$ cat src/rtl/hsv_hue_pipe.sv
// Two-stage valid/ready pipeline producing max/min/diff, a one-hot max-channel select and scaled channel differences.
// Optional macro HSV_SIGNED_EN: products are signed; otherwise they are |difference| * SCALE.
module hsv_hue_pipe #(
    parameter int W     = 8,
    parameter int SCALE = 43,
    parameter int PW    = W + 9
) (
    input  logic                 clk,
    input  logic                 rst_n,
    input  logic                 in_valid,
    output logic                 in_ready,
    input  logic [W-1:0]         r,
    input  logic [W-1:0]         g,
    input  logic [W-1:0]         b,
    output logic                 out_valid,
    input  logic                 out_ready,
    output logic [W-1:0]         max,
    output logic [W-1:0]         min,
    output logic [W-1:0]         diff,
    output logic                 max_r,
    output logic                 max_g,
    output logic                 max_b,
    output logic signed [PW-1:0] r_gx,
    output logic signed [PW-1:0] g_bx,
    output logic signed [PW-1:0] b_rx
);

    localparam logic signed [PW-1:0] SCALE_S = PW'(SCALE);
    localparam logic        [PW-1:0] SCALE_U = PW'(SCALE);

    logic                s1_valid;
    logic [W-1:0]        s1_max;
    logic [W-1:0]        s1_min;
    logic                s1_max_r;
    logic                s1_max_g;
    logic                s1_max_b;
    logic signed [W:0]   s1_rg;
    logic signed [W:0]   s1_gb;
    logic signed [W:0]   s1_br;

    logic                s2_ready;
    logic                sel_r;
    logic                sel_g;
    logic                sel_b;
    logic [W-1:0]        max_c;
    logic [W-1:0]        min_c;
    logic signed [W:0]   rg_c;
    logic signed [W:0]   gb_c;
    logic signed [W:0]   br_c;

    assign s2_ready = !out_valid || out_ready;
    assign in_ready = !s1_valid || s2_ready;

    function automatic logic signed [PW-1:0] scale_diff(input logic signed [W:0] d);
`ifdef HSV_SIGNED_EN
        logic signed [PW-1:0] ext;
        ext = {{(PW-W-1){d[W]}}, d};
        return ext * SCALE_S;
`else
        logic [W:0] mag;
        mag = d[W] ? (W+1)'(-d) : d;
        return $signed({{(PW-W-1){1'b0}}, mag} * SCALE_U);
`endif
    endfunction

    // Ties resolve toward R, then G, so exactly one select bit is ever set.
    always_comb begin
        sel_r = (r >= g) && (r >= b);
        sel_g = !sel_r && (g >= b);
        sel_b = !sel_r && !sel_g;
        max_c = sel_r ? r : (sel_g ? g : b);
        min_c = r;
        if (g < min_c) min_c = g;
        if (b < min_c) min_c = b;
    end

    assign rg_c = $signed({1'b0, r}) - $signed({1'b0, g});
    assign gb_c = $signed({1'b0, g}) - $signed({1'b0, b});
    assign br_c = $signed({1'b0, b}) - $signed({1'b0, r});

    always_ff @(posedge clk or negedge rst_n) begin
        if (!rst_n) begin
            s1_valid <= 1'b0;
            s1_max   <= '0;
            s1_min   <= '0;
            s1_max_r <= 1'b0;
            s1_max_g <= 1'b0;
            s1_max_b <= 1'b0;
            s1_rg    <= '0;
            s1_gb    <= '0;
            s1_br    <= '0;
        end else if (in_ready) begin
            s1_valid <= in_valid;
            if (in_valid) begin
                s1_max   <= max_c;
                s1_min   <= min_c;
                s1_max_r <= sel_r;
                s1_max_g <= sel_g;
                s1_max_b <= sel_b;
                s1_rg    <= rg_c;
                s1_gb    <= gb_c;
                s1_br    <= br_c;
            end
        end
    end

    // Output registers only change when a valid stage-1 pixel moves forward.
    always_ff @(posedge clk or negedge rst_n) begin
        if (!rst_n) begin
            out_valid <= 1'b0;
            max       <= '0;
            min       <= '0;
            diff      <= '0;
            max_r     <= 1'b0;
            max_g     <= 1'b0;
            max_b     <= 1'b0;
            r_gx      <= '0;
            g_bx      <= '0;
            b_rx      <= '0;
        end else if (s2_ready) begin
            out_valid <= s1_valid;
            if (s1_valid) begin
                max   <= s1_max;
                min   <= s1_min;
                diff  <= s1_max - s1_min;
                max_r <= s1_max_r;
                max_g <= s1_max_g;
                max_b <= s1_max_b;
                r_gx  <= scale_diff(s1_rg);
                g_bx  <= scale_diff(s1_gb);
                b_rx  <= scale_diff(s1_br);
            end
        end
    end

endmodule

$ cat config.mk
export PLATFORM = sky130hd
export DESIGN_NAME = hsv_hue_pipe
export DESIGN_NICKNAME = d
export VERILOG_FILES = /design/src/rtl/hsv_hue_pipe.sv
export SDC_FILE = /design/constraint.sdc
export NUM_CORES = 1
export LEC_CHECK = 0
export CAP_MARGIN = 20
export CORE_MARGIN = 1
export CORE_UTILIZATION = 28
export CTS_CLUSTER_SIZE = 30
export DETAILED_ROUTE_END_ITERATION = 12
export PLACE_DENSITY = 0.49
export SETUP_SLACK_MARGIN = 0.4
export SLEW_MARGIN = 15
export SYNTH_ARGS = -nofsm -noshare
export SYNTH_HDL_FRONTEND = slang
export SYNTH_SLANG_ARGS = --single-unit
$ cat constraint.sdc
create_clock -name clk -period 9.1 [get_ports clk]
set_clock_uncertainty 0.1 [all_clocks]
set_input_delay 1.82 -clock clk [delete_from_list [all_inputs] [get_ports clk]]
set_output_delay 1.82 -clock clk [all_outputs]
set_load 0.05 [all_outputs]
# After elaboration in Yosys (flattened, before gate mapping)
# Cells that the tools add are included.
dict set report classes {
  n_lt_le_gt_ge 5
  n_mux 7
  addsub 7
  reduce_logical 11
  n_mul 3
}
# op count
set ops {}
lappend ops {{$mul 9x6->15 const B} 3}
lappend ops {{$mux 8} 4}
lappend ops {{$mux 9} 3}
lappend ops {{$neg 9->9} 3}
lappend ops {{$sub 8x8->9} 3}
lappend ops {{$ge 8x8->1} 3}
lappend ops {{$lt 8x8->1} 2}
lappend ops {{$sub 8x8->8} 1}
lappend ops {{$logic_not 1->1} 4}
lappend ops {{$reduce_and 2->1} 2}
lappend ops {{$logic_and 1x1->1} 3}
lappend ops {{$logic_or 1x1->1} 2}
dict set report totals {
  inputBits 28
  reg_bits 120
}

# Logic depth before layout (Yosys ltp)
dict set report depth {
  ltp_word 6
  depth_mapped 19
}

# Least setup slack after synthesis
# OpenSTA, ideal clock, no wires.
dict set report synth_timing {
  path_kind {input -> register}
  from {input g[1]}
  to {register s1_min[6]}
  stages 14
  required_time_ns 8.924
  path_buffers 0
  arrival_ns 5.110
  setup_ns 0.076
  setup_slack_ns 3.813
  cell_sequence {inv_1 > ha_1 > nor2b_1 > o2111a_1 > or4b_4 > nand2_2 > mux2i_1 > ha_1 > a21o_1 > a21o_1 > a211oi_1 > o311ai_4 > mux2_1 > o21ai_1}
}
dict set report synth_via {
  elab_chain_cells 4
}
# element line
set synth_lines {}
lappend synth_lines {{from (decl)} 13} ;# input logic [W-1:0] g,
lappend synth_lines {{$lt 8x8->1} 73} ;# if (g < min_c) min_c = g;
lappend synth_lines {{$mux 8 (*)} 73}
lappend synth_lines {{$lt 8x8->1} 74} ;# if (b < min_c) min_c = b;
lappend synth_lines {{$mux 8 (*)} 74}
lappend synth_lines {{to (signal assigned)} 96} ;# s1_min <= min_c;
lappend synth_lines {{to (decl)} 33} ;# logic [W-1:0] s1_min;
# Mark *: on every way between the ends. The rest lies on a longest branch, timed or not.
# A chain may end at the register's enable or synchronous reset.

# Worst setup path in the final report
# Same ends and word-level chain as after synthesis.

==> flow_summary.yaml <==
finish:
  post-route-util_pct: 34.42
  fraction_of_layout_cells_with_a_size_suffix_above_1_pct: 6.922
  nNetsFinal: 1399
  syn_to_final_growth_pct: 21.27
  diodes: 0
  layout.cells.non_filler: 1660
  final.fill_count: 3699
route:
  num_vias: 7655
  postRouteWirelength_um: 25620
  drc: 0
  drt-vias-per-instance: 4.611
  wl_per_cell_um: 15.43
  firstDrtPassIters: 4
  detail-route-antenna-nets: 0
  detail_route.iter0.violations: 280
worst_setup_path:
  critPathKind: "input port to flop"
  worst_setup_path_start_kind: "input port"
  end_kind: "flop"
  critPathRequiredTime_ns: 9.35
  critical_path_at_ns: 6.29
  rr_worst_depth: 16
  cpPeakStageDelay_ns: 0.59
  slowest_stage: "clkdlybuf4s50_1"
  critical_path.cell_chain: "clkdlybuf4s50_1, inv_1, ha_1, nor2b_1, o2111a_1, or4b_4, nand2_2, mux2i_1, ha_1, a21o_1, a21o_1, a211oi_1, o311ai_4, mux2_1, o21ai_1"
  worst-r2r-setup-slack_ns: 3.97
  crit_fanout: 7
sta:
  fin_crit_sh_pct: 66.38
  final.min_clock_period_ns: 6.041
  worstMarginPinSlew_ns: 0.9662
  finalHoldViolCount: 0
  grt_setup_unrepaired: "false"
  setup_violations: 0
  summed_negative_setup_slack_over_all_endpoints_ns: 0
  fmax_mhz: 165.5
  final-max-slew-violation-count: 0
  relSlewSlack_pct: 34.68
clock_network:
  cts_setup_buffers: 0
  clk_path_buf_depth: 2
  clock_sink_count: 120
  post_cts_resized: 0
  cts-hold-fix-buffers: 0
  root_buffer: "clkbuf_16"
  clk_transition_reported_paths_ns: 0.06
  clock_latency_on_the_worst_skew_pair_ns: 0.43
  tritoncts: "built"
  tritoncts.num_buffers: 17
  cts_max_level: 4
yosys:
  postSynthRegisterBits: 120
  synth_common_cells: "ha_1, inv_1, nand2_1"
  post_synth.cell_area_avg_um2: 9.208
  synth.yosys.seq_area_share_pct: 29.89
  synth_edf_count: 0
  synth.lib_cells_used.distinct: 53
  yosys.area.top_type: "dfrtp_1"
  ys_top_cells_by_area: "dfrtp_1, ha_1, fa_1"
  synth_top_area_share_pct: 29.89
  synth_area_um2: 10050
  ys_async_sr_fraction_pct: 100.0
  yosys_most_used_dff: "dfrtp_1"
  post-synth-top-count-cell: "ha_1"
  yosys_warnings: 0
  syn_inst: 1091
min_path:
  holdPathStages: 2
  hold_class: "flop to flop"
grt:
  globalRoute.totalOverflow: 0
  grt_usage_pct: 14.74
  via_count_of_the_first_global_routing_pass: 7486
  grt_start_max_net_pins: 88
  first_pass_grt_wire_length_um: 41410
  initial_antenna_violation_count: 0
floorplan:
  die_h_um: 191.4
  io-pin-count: 108
  rows: 69
  design.die.area_um2: 36640
  design.core.area_um2: 35400
  initial_utilization_pct: 28.38
  die_x_um: 191.4
status:
  run_status: "finished, final reports clean"
job:
  max_cap_violations: 0
placed_design:
  place.detailed.instances: 1628
  detailed_place_hpwl_um: 20640
  gp_congestion: 0.8748
  buffers_added_on_ports: 101
-- worst max-delay path, delay by kind of cell --
kind                     cells  cell delay, ns
AO/OA/AOI/OAI                6            1.59
AND/OR/NAND/NOR              3            0.86
buffers and inverters        2            0.70
adder cells (fa/ha/maj)      2            0.60
multiplexers                 2            0.72
-- cell usage in the layout (no fill, tap or decap), types with 22 or more instances in the layout --
master	Yosys	routed
ha_1	148	148
inv_1	140	140
nand2_1	129	127
dfrtp_1	120	120
o21ai_0	101	101
clkdlybuf4s50_1	0	100
nor2_1	43	43
xnor2_1	40	40
fa_1	37	37
xor2_1	28	28
mux2_2	26	26
nand2b_1	24	24
a21oi_1	23	23
nor3_1	22	22
-- worst paths after layout --
path	from	endpoint
worst max-delay path	g[1]	s1_min[6]
worst min-delay path	g_bx[12]	g_bx[12]
worst max register to register	s1_gb[0]	g_bx[14]
worst min register to register	g_bx[12]	g_bx[12]
max in group asynchronous	rst_n	r_gx[12]
min in group asynchronous	rst_n	g_bx[0]
-- layer usage --
layer  track usage, %  wire [um]  up-vias
li1                 -          -     3892
met1            22.62      14000     3618
met2            20.62      10410      130
met3            2.350        797       15
met4            4.670        409        0
met5                0          0        -
-- final cells by class --
cell class / instances / area (um2) / area share (%)
repair buffers: 105 / 1039 / 8.524
inverters: 140 / 525.5 / 4.313
clock inverters: 15 / 214.0 / 1.756
multi-input cells: 802 / 6400 / 52.53
clock buffers: 17 / 425.4 / 3.492
flip-flops and latches: 120 / 3003 / 24.65
well taps: 461 / 576.8 / 4.735
-- flip-flops by register name, summed over array words and instances, names as in the netlist, 8 cells and up --
signal / flops
r_gx: 15
max: 8
g_bx: 15
s1_rg: 9
b_rx: 15
min: 8
diff: 8
s1_min: 8
s1_br: 9
s1_max: 8
s1_gb: 9
-- logic make-up after synthesis --
group | after synthesis | share of synthesized area, %
and+or+nand+nor | 275 | 12.75
AOI/OAI and AO/OA | 222 | 13.91
adders and majority gates | 185 | 25.81
buffers and inverters | 174 | 6.750
DFF | 120 | 29.89
xor gates and xnor gates | 68 | 5.929
muxes | 46 | 4.920
other | 1 | 0.03733
-- per-stage QoR --
step	instance area, um2	hold WS, ns	setup WS, ns
finish	12180	0.3756	3.059
global route	12180	0.3984	2.854
CTS	12180	0.3829	3.086
detailed placement	11540	0.3688	2.642
global placement	11540	0.3636	2.599
floorplan	10060	0.3419	3.813
Power is left out: the tool's default activity adds up to more than one toggle a clock period on the data nets, which glitch-free logic cannot reach.
